==> src/rtl/urna_pkg.sv <==
// Shared definitions for the ballot-box tally path: candidate indices,
// BCD digit width and the reader's state encoding.
package urna_pkg;

    localparam int ARTHUR  = 0;
    localparam int LEANDRO = 1;
    localparam int MATEUS  = 2;
    localparam int PABLO   = 3;
    localparam int NULO    = 4;

    localparam int BCD_W = 4;

    typedef enum logic [1:0] {
        IDLE,
        COMPARE,
        SEND,
        DONE
    } state_e;

    function automatic logic bcd_invalid(input logic [BCD_W-1:0] digit);
        return digit > 4'd9;
    endfunction

endpackage

==> src/rtl/bcd_compare.sv <==
// Combinational magnitude comparator for two multi-digit BCD words,
// resolved from the most significant digit down.
module bcd_compare
    import urna_pkg::*;
#(
    parameter int NUM_DIGITS = 6
) (
    input  logic [NUM_DIGITS-1:0][BCD_W-1:0] a,
    input  logic [NUM_DIGITS-1:0][BCD_W-1:0] b,
    output logic                             gt,
    output logic                             eq
);

    // NOTE: every output of a combinational block gets a default before any
    // branch, so no path through the block can leave it unassigned (latch).
    always_comb begin
        gt = 1'b0;
        eq = 1'b1;
        // The first differing digit from the top decides; raw nibble order
        // keeps the result defined even for non-BCD digits.
        for (int d = NUM_DIGITS - 1; d >= 0; d--) begin
            if (eq) begin
                if (a[d] > b[d]) begin
                    gt = 1'b1;
                    eq = 1'b0;
                end else if (a[d] < b[d]) begin
                    eq = 1'b0;
                end
            end
        end
    end

endmodule

==> src/rtl/apuracao_reader.sv <==
// Snapshots all candidate BCD tallies on start, picks the winner among the
// non-null candidates, then streams every digit over a valid/ready port.
module apuracao_reader
    import urna_pkg::*;
#(
    parameter  int NUM_CAND   = 5,
    parameter  int NUM_DIGITS = 6,
    localparam int CW         = $clog2(NUM_CAND),
    localparam int PW         = $clog2(NUM_DIGITS)
) (
    input  logic                                clock,
    input  logic                                reset,
    input  logic                                start,
    input  logic [NUM_CAND*NUM_DIGITS*BCD_W-1:0] tally,
    output logic [BCD_W-1:0]                    out_digit,
    output logic [CW-1:0]                       out_cand,
    output logic [PW-1:0]                       out_pos,
    output logic                                out_last,
    output logic                                out_valid,
    input  logic                                out_ready,
    output logic                                busy,
    output logic                                done,
    output logic [CW-1:0]                       winner,
    output logic                                tie,
    output logic                                bcd_err
);

    typedef logic [NUM_DIGITS-1:0][BCD_W-1:0] word_t;

    localparam logic [CW-1:0] CAND_NULL = CW'(NUM_CAND - 1);
    localparam logic [PW-1:0] POS_TOP   = PW'(NUM_DIGITS - 1);

    state_e                     state_q, state_d;
    word_t [NUM_CAND-1:0]       snap_q, snap_d;
    logic  [CW-1:0]             cand_q, cand_d;
    logic  [PW-1:0]             pos_q, pos_d;
    logic  [CW-1:0]             best_q, best_d;
    logic                       tie_q, tie_d;
    logic                       err_q, err_d;

    logic                       cmp_gt;
    logic                       cmp_eq;
    logic  [BCD_W-1:0]          cur_digit;
    logic                       last_beat;
    logic                       sending;

    // cand_q doubles as the COMPARE scan index and the SEND candidate counter.
    bcd_compare #(
        .NUM_DIGITS (NUM_DIGITS)
    ) u_bcd_compare (
        .a  (snap_q[cand_q]),
        .b  (snap_q[best_q]),
        .gt (cmp_gt),
        .eq (cmp_eq)
    );

    assign sending   = (state_q == SEND);
    assign cur_digit = snap_q[cand_q][pos_q];
    assign last_beat = (cand_q == CAND_NULL) && (pos_q == '0);

    always_comb begin
        state_d = state_q;
        snap_d  = snap_q;
        cand_d  = cand_q;
        pos_d   = pos_q;
        best_d  = best_q;
        tie_d   = tie_q;
        err_d   = err_q;

        unique case (state_q)
            IDLE: begin
                if (start) begin
                    snap_d  = tally;
                    cand_d  = '0;
                    pos_d   = POS_TOP;
                    best_d  = '0;
                    tie_d   = 1'b0;
                    err_d   = 1'b0;
                    state_d = COMPARE;
                end
            end

            COMPARE: begin
                // The null index is walked but never scored, which lands the
                // first beat exactly NUM_CAND edges after start.
                if (cand_q != CAND_NULL) begin
                    if (cand_q == '0) begin
                        best_d = '0;
                        tie_d  = 1'b0;
                    end else if (cmp_gt) begin
                        best_d = cand_q;
                        tie_d  = 1'b0;
                    end else if (cmp_eq) begin
                        tie_d  = 1'b1;
                    end
                    cand_d = cand_q + CW'(1);
                end else begin
                    cand_d  = '0;
                    pos_d   = POS_TOP;
                    state_d = SEND;
                end
            end

            SEND: begin
                if (out_ready) begin
                    if (bcd_invalid(cur_digit)) begin
                        err_d = 1'b1;
                    end
                    if (last_beat) begin
                        state_d = DONE;
                    end else if (pos_q == '0) begin
                        pos_d  = POS_TOP;
                        cand_d = cand_q + CW'(1);
                    end else begin
                        pos_d  = pos_q - PW'(1);
                    end
                end
            end

            DONE: begin
                state_d = IDLE;
            end

            default: begin
                state_d = IDLE;
            end
        endcase
    end

    // NOTE: sequential state uses non-blocking assignments only, so every
    // register samples the pre-edge value of every other register.
    always_ff @(posedge clock or negedge reset) begin
        if (!reset) begin
            state_q <= IDLE;
            // NOTE: the snapshot array is deliberately reset; the reset state
            // of the reader is all-zero, including captured tallies.
            snap_q  <= '0;
            cand_q  <= '0;
            pos_q   <= '0;
            best_q  <= '0;
            tie_q   <= 1'b0;
            err_q   <= 1'b0;
        end else begin
            state_q <= state_d;
            snap_q  <= snap_d;
            cand_q  <= cand_d;
            pos_q   <= pos_d;
            best_q  <= best_d;
            tie_q   <= tie_d;
            err_q   <= err_d;
        end
    end

    // Payload is gated by SEND so idle and reset outputs read as zero; it
    // depends only on registers, never on out_ready.
    assign out_valid = sending;
    assign out_digit = sending ? cur_digit : '0;
    assign out_cand  = sending ? cand_q : '0;
    assign out_pos   = sending ? pos_q : '0;
    assign out_last  = sending & last_beat;

    assign busy    = (state_q == COMPARE) || (state_q == SEND);
    assign done    = (state_q == DONE);
    assign winner  = best_q;
    assign tie     = tie_q;
    assign bcd_err = err_q;

endmodule

==> config.mk <==
export PLATFORM = sky130hd
export DESIGN_NAME = apuracao_reader
export DESIGN_NICKNAME = d
export VERILOG_FILES = /design/src/rtl/urna_pkg.sv /design/src/rtl/bcd_compare.sv /design/src/rtl/apuracao_reader.sv
export SDC_FILE = /design/constraint.sdc
export NUM_CORES = 1
export LEC_CHECK = 0
export CORE_MARGIN = 1.5
export CORE_UTILIZATION = 35
export DETAILED_ROUTE_END_ITERATION = 10
export PLACE_DENSITY_LB_ADDON = 0.25
export REMOVE_ABC_BUFFERS = 1
export SKIP_LAST_GASP = 1
export SLEW_MARGIN = 20
export SYNTH_ARGS = -nofsm -noshare
export SYNTH_HDL_FRONTEND = slang
export SYNTH_SLANG_ARGS = --single-unit
==> constraint.sdc <==
create_clock -name clock -period 5.5 [get_ports clock]
set_clock_uncertainty 0.05 [all_clocks]
set_input_delay 1.1 -clock clock [delete_from_list [all_inputs] [get_ports clock]]
set_output_delay 1.1 -clock clock [all_outputs]
set_load 0.02 [all_outputs]
Word-level counts from Yosys, hierarchy flattened
Cells that the tools add are included.

Bits of input ports: 124. Register bits: 133. Word-level logic and storage cells: 152. Output and inout bits: 19.

$lt $le $gt $ge: 16. Mux-type cells: 67. Bitwise gates (word level): 1. Equality and inequality tests: 15. Reductions and logical operators: 15. $add $sub $neg: 2.

Operators with widths (count): $bmux W24 S3 (2); $mux W24 (2); $mux W3 (15); $mux W1 (35); $gt A4 B4 Y1 (6); $lt A4 B4 Y1 (6); $pmux W3 S3 (2); $reduce_and A4 Y1 (4); $bmux W4 S3 (1); $lt A3 B4 Y1 const B (3); $ne A2 B2 Y1 const B (6); $reduce_and A5 Y1 (2); $mux W2 (4); $mux W4 (2); $pmux W2 S4 (1); $logic_not A3 Y1 (2); $ne A3 B3 Y1 const B (2); $pmux W3 S2 (1); $eq A2 B2 Y1 const B (2); $gt A4 B4 Y1 const B (1); $ne A2 B1 Y1 const B (2); $ne A4 B4 Y1 const B (1); $pmux W1 S2 (2); $reduce_bool A2 Y1 (2); other kinds (10) (10).

Depth between registers and ports, before layout
Gate-level depths: netlist of the first run.

Depth after elaboration: 18. Mapped depth: 14. Mapped depth without buffers: 11.

Hierarchy
A second synthesis of the first run with hierarchy kept.

Cell total of the unflattened synthesis: 748. Area total of the unflattened synthesis: 8056.5 µm².

By module, submodules not included: apuracao_reader (times used 1, cells an instance 652, sequential area each 3328.2 µm², area each 7390.8 µm²); bcd_compare (times used 1, cells an instance 96, sequential area each 0.0 µm², area each 665.6 µm²).

Least setup slack after synthesis of the first run
OpenSTA, ideal clock, no wires.

Kind: register -> register. Start: reg best_q[2], in the netlist winner[2]. End: reg tie_q, in the netlist tie. Library setup time: 0.120 ns. Cell stages (with the launch flop): 14. Clock period less this slack: 3.271 ns. Required time: 5.330 ns. Arrival time: 3.101 ns. Path slack: 2.229 ns. Buffers on the path: 3. Path through: dfrtp_1 > clkbuf_1 > nor2b_1 > clkbuf_1 > clkbuf_1 > a21oi_1 > o22a_1 > ha_1 > nor2b_1 > o211ai_1 > a2111oi_0 > nand4_1 > o22ai_1 > and3b_1.

Longest elaborated chain between the ends: 18. Elaborated cells on any way between the ends: 48. Classes of those cells: 12 x order compare; 1 x eq/ne; 34 x mux; 1 x reduce/logical.

RTL lines: start: declaration (RTL line apuracao_reader.sv:37) `logic [CW-1:0] best_q, best_d;`; start signal: assignment (RTL line apuracao_reader.sv:148) `best_q <= best_d;`; $bmux W24 S3 (*) (RTL line apuracao_reader.sv:52) `.b (snap_q[best_q]),`; $mux W24 (not written as such) (*) (RTL line apuracao_reader.sv:52); $gt A4 B4 Y1 or $lt A4 B4 Y1 (tied branches) (RTL line bcd_compare.sv:23, bcd_compare.sv:26); $mux W1 (on tied branches) (RTL line bcd_compare.sv:23, bcd_compare.sv:26); $mux W1 (RTL line bcd_compare.sv:23) `if (a[d] > b[d]) begin`; $mux W1 (RTL line bcd_compare.sv:22) `if (eq) begin`; $mux W1 (RTL line bcd_compare.sv:23); $mux W1 (RTL line bcd_compare.sv:22); (+2 left out); $mux W1 (RTL line bcd_compare.sv:23); $mux W1 (RTL line bcd_compare.sv:22); $mux W1 (RTL line bcd_compare.sv:23); $mux W1 (RTL line bcd_compare.sv:22); $mux W1 (RTL line apuracao_reader.sv:90) `end else if (cmp_gt) begin`; $mux W1 (RTL line apuracao_reader.sv:87) `if (cand_q == '0) begin`; $mux W1 (RTL line apuracao_reader.sv:86) `if (cand_q != CAND_NULL) begin`; $pmux W1 S2 (RTL line apuracao_reader.sv:70) `unique case (state_q)`; end signal: assignment (RTL line apuracao_reader.sv:149) `tie_q <= tie_d;`; end: declaration (RTL line apuracao_reader.sv:38) `logic tie_q, tie_d;`.

Every way passes the cells marked *; elsewhere a longest branch is shown, timed or not. The select of a mux whose other input is x is not followed. A chain may end at the register's enable or synchronous reset.

Worst setup path in the final report of the first run
Start: reg cand_q[2]. End: out out_digit[1].

Longest elaborated chain between the ends: 5.

RTL lines: start: declaration (RTL line apuracao_reader.sv:35) `logic [CW-1:0] cand_q, cand_d;`; start signal: assignment (RTL line apuracao_reader.sv:146) `cand_q <= cand_d;`; $bmux W24 S3 (RTL line apuracao_reader.sv:58) `assign cur_digit = snap_q[cand_q][pos_q];`; $mux W24 (not written as such) (RTL line apuracao_reader.sv:58); $bmux W4 S3 (RTL line apuracao_reader.sv:58); $mux W4 (not written as such) (RTL line apuracao_reader.sv:58); $mux W4 (RTL line apuracao_reader.sv:157) `assign out_digit = sending ? cur_digit : '0;`; end: declaration (RTL line apuracao_reader.sv:15) `output logic [BCD_W-1:0] out_digit,`.

Every way passes these cells. The select of a mux whose other input is x is not followed.

==> metrics, run 1 <==
die width=155.6 um; H-tree lvl count=4; Final Core Density=0.4620; Detailed Routing Iterations Pass 1=7; RSZ-0062 raised after global routing=no; row count=55; Post-synth ARST share=1.000; status=complete, no violations; IO buf count=142; initial antenna violation count=0; Crit path arrival time=3.75 ns; CP startpoint kind=flip-flop; hold buffer count at CTS=0; proportion of synthesized area in mux cells=0.2900; drt wl/cell=19.42 um; fmax=0.2041 GHz; Post-Synth XOR/XNOR Area=0; TritonCTS Sinks=133; Synth Area in Simple Gates=0.08660; placed inst area=0.009857 mm^2; DRC=0; area share of fa/ha/maj cells after synthesis=0.04760; CTS buffer count=17; LEAKAGE=4.180 nW; CP endpoint kind=output pin; power per cell area=587.2 mW/mm^2; Root Driver=clkbuf_16; Max-slew headroom=0.3216; clock slew seen by the registers of the worst setup and hold paths=0.06 ns; area of the multi-input gates=0.004538 mm^2; pre-CTS setup slack=1.105 ns; post-synth cell types=61; largest net degree at the start of global routing=74; vias=6,361; commonest non-fill, non-tap cell in the layout=clkdlybuf4s50_1; VDD IR max=0.2500 mV; GRT Resource Usage Total=0.1968; Via density=5.409; Post-synth EDFFs=0; CTS tree=done; Post-synth top flop=dfrtp_1; critical path class=flip-flop to output pin; fraction of layout cells with a size suffix above 1=0.2189; GP Congestion=0.9096; Clk Latency, worst-skew pair=0.42 ns; Final period util=0.8910; synthesized flop and latch total=133; synthesized cell area=0.008149 mm^2; I/O pin count=143; GRT overflow=0; Synth-to-Final Area Change=28.76%; Iter 0 DRT Violations=420; max_cap viols=0; Setup Viol. Count Final=0; Fin. Hold Viols=0; pin slew with the least headroom to its limit=1.018 ns; CP max FO=26; post-CTS setup buffer count=0; post-layout instance area=0.01049 mm^2; filler cell count in the final layout=2,149; final wirelength=22,840 um; setup TNS=0 ns; number of global-route vias before repair=6,528; core area=0.02271 mm^2; largest family of logic cells by synthesized area=multiplexers; # nets final=1,033; post-DP HPWL=16,900 um; die area=0.02421 mm^2; Sequential cell area=0.003331 mm^2; Slew Viols, Final=0; Initial Utilization=0.3588; setup slack after layout=0.5997 ns; total power=0.006161 W; Syn. warnings=0; Hold WC Path Type=flip-flop to flip-flop; Compound-Gate Fraction of Synth Area=0.1317; most frequent cells in the layout=141 x clkdlybuf4s50_1, 134 x mux2_2, 131 x dfrtp_1, 82 x mux2i_1, 62 x nor2_1; Die H=155.6 um; Detail Route Antenna Nets=0; Ant. Diodes=0; gate count of the mapped netlist=753; Worst EP required=4.35 ns; sequential share of the synthesized area=0.4084; mean post-synth cell area=10.82 um^2; first-pass GRT wire length=36,520 um; Bufs on Longest Clock Path=2; Tmin final=4.900 ns; post-cts sizing count=0
## cell usage after synthesis, types with 4 or more instances
| master | number | area, um^2 |
|---|---|---|
| a21o_1 | 4 | 30.03 |
| o21ai_0 | 23 | 115.1 |
| o211ai_1 | 5 | 37.54 |
| a22oi_1 | 8 | 60.06 |
| a221oi_1 | 5 | 43.79 |
| o22ai_1 | 12 | 75.07 |
| mux2_2 | 134 | 1509 |
| ha_1 | 31 | 387.9 |
| or3_1 | 5 | 31.28 |
| inv_1 | 11 | 41.29 |
| clkbuf_1 | 39 | 146.4 |
| mux2i_1 | 82 | 820.8 |
| nor2b_1 | 10 | 62.56 |
| nand3b_1 | 6 | 45.04 |
| nor2_1 | 62 | 232.7 |
| nand2_1 | 29 | 108.9 |
| dfrtp_1 | 133 | 3328 |
| a21oi_1 | 46 | 230.2 |
| o22a_1 | 23 | 201.4 |
| a211oi_1 | 5 | 37.54 |
| nand4_1 | 7 | 43.79 |
| buf_2 | 10 | 50.05 |
## per-layer routing
metal | vias up | global-route usage | wire length (um)
met5 | - | 0 | 0
met4 | 0 | 0.06122 | 440
met3 | 30 | 0.03500 | 953
met2 | 176 | 0.3140 | 10650
met1 | 3109 | 0.2718 | 10790
li1 | 3046 | - | -
## power breakdown
part / internal (W) / switching, W
clock: 0.000804 / 0.000429
combinational: 0.00152 / 0.00144
sequential: 0.00146 / 0.000509
## flip-flops by register name, summed over array words and instances, names as in the netlist
register  cells
snap_q      120
tie           1
winner        3
cand_q        3
state_q       2
pos_q         3
bcd_err       1
## cells by family (layout without fill, tap and decap cells)
group	after synthesis	after routing
adder cells (fa/ha/maj)	31	31
flip-flops	133	133
AND/OR/NAND/NOR	144	144
AO/OA/AOI/OAI	159	159
buffers and inverters	68	206
multiplexers	218	218
## worst max-delay path, stage by stage (launching register included)
cell,delay [ns]
dfrtp_1,1.01
buf_12,0.27
nor2b_1,0.30
a32o_1,0.22
a2111oi_2,0.09
a2111oi_2,0.42
nor2_1,0.10
nor2_1,0.23
clkdlybuf4s50_1,0.66
## through the flow
step                cells  hold slack, ns
floorplan             699          0.4442
global placement     1144          0.4657
CTS                  1176          0.4875
detailed placement   1144          0.4740
finish               1176          0.4835
global route         1176          0.4959
## final timing paths
check	start	end	slack, ns	cells after the start
max	cand_q[2]	out_digit[1]	0.60	8
min	snap_q[8]	snap_q[8]	0.48	1
max reg2reg	cand_q[2]	winner[2]	1.25	12
min reg2reg	snap_q[8]	snap_q[8]	0.48	1
max in group asynchronous	reset	snap_q[8]	3.82	2
min in group asynchronous	reset	snap_q[21]	0.73	1
## final cells by class
class | count | area share
Clock buffer | 23 | 0.04651
Clock inverter | 9 | 0.01407
Inverter | 14 | 0.005008
Multi-Input combinational cell | 552 | 0.4325
Sequential cell | 133 | 0.3174
Tap cell | 285 | 0.03399
Timing Repair Buffer | 160 | 0.1505
No activity file was read; power rests on OpenSTA's default activity.
==> inputs of run 2 (changes only) <==
--- a/config.mk
+++ b/config.mk
@@ -5,11 +5,14 @@
 export SDC_FILE = /design/constraint.sdc
 export NUM_CORES = 1
 export LEC_CHECK = 0
+export CELL_PAD_IN_SITES_DETAIL_PLACEMENT = 1
+export CELL_PAD_IN_SITES_GLOBAL_PLACEMENT = 2
 export CORE_MARGIN = 1.5
 export CORE_UTILIZATION = 35
 export DETAILED_ROUTE_END_ITERATION = 10
 export PLACE_DENSITY_LB_ADDON = 0.25
 export REMOVE_ABC_BUFFERS = 1
+export SETUP_SLACK_MARGIN = 0.4
 export SKIP_LAST_GASP = 1
 export SLEW_MARGIN = 20
 export SYNTH_ARGS = -nofsm -noshare
==> metrics, run 2 (same netlist as run 1, synthesis figures left out) <==
status=complete, no violations; vias=6,530; Hold WC Path Type=flip-flop to flip-flop; Initial Utilization=0.3588; Iter 0 DRT Violations=343; post-layout instance area=0.01053 mm^2; Worst EP required=4.35 ns; Fin. Hold Viols=0; max incr delay on CP=0.64 ns; Crit path arrival time=3.44 ns; Ant. Diodes=0; max_cap viols=0; setup slack after layout=0.9084 ns; drt wl/cell=21.88 um; worst-path cell chain=buf_12 -> or2_0 -> o31ai_1 -> a2111oi_2 -> a2111oi_2 -> nor2_1 -> nor2_1 -> clkdlybuf4s50_1; power per cell area=609.1 mW/mm^2; GRT Resource Usage Total=0.2217; Detailed Routing Iterations Pass 1=4; DRC=0; pin slew with the least headroom to its limit=1.062 ns; initial antenna violation count=0; hold buffer count at CTS=0; placed cells=1,143; die area=0.02421 mm^2; Slew Viols, Final=0; RSZ-0062 raised after global routing=no; IO buf count=142; commonest non-fill, non-tap cell in the layout=clkdlybuf4s50_1; Final period util=0.8348; most frequent cells in the layout=141 x clkdlybuf4s50_1, 134 x mux2_2, 131 x dfrtp_1, 82 x mux2i_1, 62 x nor2_1; placed inst area=0.009849 mm^2; fraction of layout cells with a size suffix above 1=0.2191; Max-slew headroom=0.2922; Bufs on Longest Clock Path=2; Via density=5.557; row count=55; number of global-route vias before repair=7,271; die width=155.6 um; CTS buffer count=17; Biggest register=snap_q; CP max FO=28; GP Congestion=0.8645; final wirelength=25,700 um; # nets final=1,032; Tmin final=4.592 ns; LEAKAGE=4.195 nW; post-CTS setup buffer count=0; max FFs per register=120; H-tree lvl count=4; pre-CTS setup slack=1.356 ns; Die H=155.6 um; Critical-path top delay cell=clkdlybuf4s50_1; clock slew seen by the registers of the worst setup and hold paths=0.06 ns; CTS tree=done; CP endpoint kind=output pin; post-DP HPWL=18,690 um; post-cts sizing count=0; first-pass GRT wire length=41,000 um; largest net degree at the start of global routing=81; GRT overflow=0; Synth-to-Final Area Change=29.16%; Root Driver=clkbuf_16; critical path class=flip-flop to output pin; Detail Route Antenna Nets=0; setup TNS=0 ns; final non-filler cell total=1,175; Setup Viol. Count Final=0; I/O pin count=143; VDD IR max=0.2139 mV; CP startpoint kind=flip-flop; TritonCTS Sinks=133; fmax=0.2178 GHz; Clk Latency, worst-skew pair=0.44 ns; core area=0.02271 mm^2
## run 2: changes by cell type in the layout (fill, tap and decap cells not counted), moves of 2 or more
cell,before,now
clkbuf_8,4,0
inv_6,0,4
clkinv_2,4,1
clkinv_4,0,3
bufinv_16,4,6
## run 2: path summary, 6_finish.rpt
check                      cells after the start            to        from  slack, ns
max                                            8  out_digit[1]   cand_q[0]       0.91
min                                            1    snap_q[98]  snap_q[98]       0.48
max reg2reg                                   10           tie   cand_q[1]       1.52
min reg2reg                                    1    snap_q[98]  snap_q[98]       0.48
max in group asynchronous                      2     winner[0]       reset       3.78
min in group asynchronous                      1    snap_q[69]       reset       0.73
## run 2: worst max-delay path: cells and delay by family (launching register included)
family          cells  cell delay [ns]
compound gates      3             0.92
simple gates        3             0.59
buf+inv             2             0.90
flops               1             0.58
## run 2: layout make-up
type	instances	area [um^2]
Fill cell	2429	12180
Tap cell	285	356.6
Inverter	14	52.55
Timing Repair Buffer	159	1572
Clock inverter	14	246.5
Multi-Input combinational cell	552	4538
Clock buffer	18	429.2
Sequential cell	133	3331
## run 2: report_power, final
part	switching [W]	internal, W	total [W]
Clock	0.000479	0.000857	0.00134
Sequential	0.000526	0.00146	0.00199
Combinational	0.00155	0.00153	0.00309
Total	0.00256	0.00385	0.00641
## run 2: layer usage
metal	global-route usage	share of wire
met1	0.2867	0.46
met2	0.3807	0.49
met3	0.04639	0.041
met4	0.04989	0.0093
met5	0	0
## run 2: through the flow
stage / hold WS (ns) / total power (W) / util
4_1_cts: 0.4849 / 0.006456 / 0.4635
2_1_floorplan: 0.4442 / 0.004017 / -
6_report: 0.4800 / 0.006411 / 0.4635
3_3_place_gp: 0.4634 / 0.004934 / 0.4337
3_5_place_dp: 0.4671 / 0.005061 / 0.4337
5_1_grt: 0.5017 / 0.006882 / 0.4635
==> inputs of run 3 (changes only) <==
==> constraint.sdc (replaced) <==
create_clock -name clock -period 4.6 [get_ports clock]
set_clock_uncertainty 0.05 [all_clocks]
set_input_delay 0.92 -clock clock [delete_from_list [all_inputs] [get_ports clock]]
set_output_delay 0.92 -clock clock [all_outputs]
set_load 0.02 [all_outputs]
==> metrics, run 3 (same netlist as run 1, synthesis figures left out) <==
# nets final=1,034; H-tree lvl count=4; first-pass GRT wire length=40,940 um; clock power share=0.187; CP max FO=24; CP startpoint kind=flip-flop; hold buffer count at CTS=0; placed inst area=0.009869 mm^2; vias=6,512; Internal=0.004467 W; Synth-to-Final Area Change=29.34%; die area=0.02421 mm^2; post-layout instance area=0.01054 mm^2; die width=155.6 um; most frequent cells in the layout=139 x clkdlybuf4s50_1, 134 x mux2_2, 130 x dfrtp_1, 82 x mux2i_1, 61 x nor2_1; Ant. Diodes=0; number of global-route vias before repair=7,284; VDD IR max=0.2393 mV; max_cap viols=0; setup TNS=0 ns; Slew Viols, Final=0; fraction of layout cells with a size suffix above 1=0.2265; I/O pin count=143; CTS buffer count=17; CP endpoint kind=output pin; Detailed Routing Iterations Pass 1=4; Fin. Hold Viols=0; final hold slack=0.4901 ns; RSZ-0062 raised after global routing=yes; fmax=0.2433 GHz; Final period util=0.8936; commonest non-fill, non-tap cell in the layout=clkdlybuf4s50_1; DRC=0; Detail Route Antenna Nets=0; status=complete, no violations; Tmin final=4.111 ns; IO buf count=142; Worst EP required=3.63 ns; CTS tree=done; placed cells=1,144; post-DP HPWL=19,140 um; GRT Resource Usage Total=0.2226; Iter 0 DRT Violations=272; Initial Utilization=0.3588; Max-slew headroom=0.4165; Crit path arrival time=3.14 ns; pin slew with the least headroom to its limit=0.8752 ns; core area=0.02271 mm^2; combinational power share=0.499; GRT overflow=0; initial antenna violation count=0; drt wl/cell=21.97 um; Die H=155.6 um; LEAKAGE=4.196 nW; power per cell area=715.0 mW/mm^2; largest net degree at the start of global routing=70; Setup Viol. Count Final=0; final non-filler cell total=1,177; sequential power share=0.314; clock slew seen by the registers of the worst setup and hold paths=0.06 ns; Hold WC Path Type=flip-flop to flip-flop; Biggest register=snap_q; GP Congestion=0.8649; Clk Latency, worst-skew pair=0.43 ns; max FFs per register=120; critical path class=flip-flop to output pin; row count=55; final wirelength=25,860 um; TritonCTS Sinks=133; Bufs on Longest Clock Path=2; P_sw=0.003069 W; Root Driver=clkbuf_16; sw frac=0.4073; Via density=5.533
==> run 3: changes by cell type in the layout (fill, tap and decap cells not counted), moves of 2 or more <==
cell and change:
clkbuf_8 +4, bufinv_16 -4, buf_6 +2, clkinvlp_4 +4
clkdlybuf4s50_1 -2, inv_6 -3, nor2b_1 -2, buf_4 -2
==> run 3: routing by layer <==
layer | wire length [um] | vias to the layer above | global-route usage
met5 | 0 | - | 0
met4 | 512 | 0 | 0.06757
met1 | 11790 | 3274 | 0.2892
li1 | - | 3043 | -
met3 | 1089 | 34 | 0.04333
met2 | 12470 | 161 | 0.3750
==> run 3: what timing repair did <==
action                                  4_1_cts  5_1_grt
gates resized for setup                       9        8
pin swaps                                     1        1
endpoints found under the setup margin        4        4
buffers inserted                              1        0
hold endpoints to repair                      0        0
==> run 3: cell type report <==
class                           instances  area, um^2
Clock buffer                           22       484.2
Clock inverter                         10       121.4
Fill cell                            2433       12170
Inverter                               14       52.55
Multi-Input combinational cell        552        4576
Sequential cell                       133        3334
Tap cell                              285       356.6
Timing Repair Buffer                  161        1615
==> run 3: through the flow <==
step	utilization	setup WS, ns	total power [W]
6_report	0.4641	0.4894	0.007536
5_1_grt	0.4641	0.3509	0.008104
4_1_cts	0.4624	0.3936	0.007576
3_5_place_dp	0.4346	0.6367	0.006093
3_3_place_gp	0.4346	0.6836	0.005941
2_1_floorplan	-	0.09359	0.004803
==> run 3: path summary, 6_finish.rpt <==
check	startpoint	end	slack, ns	depth (start not counted)
setup / recovery	cand_q[2]	out_digit[2]	0.49	8
hold / removal	snap_q[82]	snap_q[82]	0.49	1
setup reg to reg	winner[2]	tie	0.79	11
hold reg to reg	snap_q[82]	snap_q[82]	0.49	1
max in group asynchronous	reset	snap_q[73]	3.05	2
min in group asynchronous	reset	snap_q[45]	0.54	1
==> run 3: critical path: stages, from the launching register on <==
cell,delay [ns]
dfrtp_1,0.44
buf_8,0.28
mux2_2,0.39
a221oi_1,0.29
nor2_1,0.14
o211ai_1,0.25
and4_1,0.29
nor2_1,0.08
clkdlybuf4s50_1,0.55
==> run 3: power by group through the flow <==
stage          clock network [W]  logic, W  registers, W
3_5_place_dp                   0   0.00372       0.00237
6_report                 0.00141   0.00376       0.00236
3_3_place_gp                   0   0.00360       0.00234
4_1_cts                  0.00144   0.00377       0.00237
5_1_grt                  0.00150   0.00415       0.00246
2_1_floorplan                  0   0.00266       0.00215
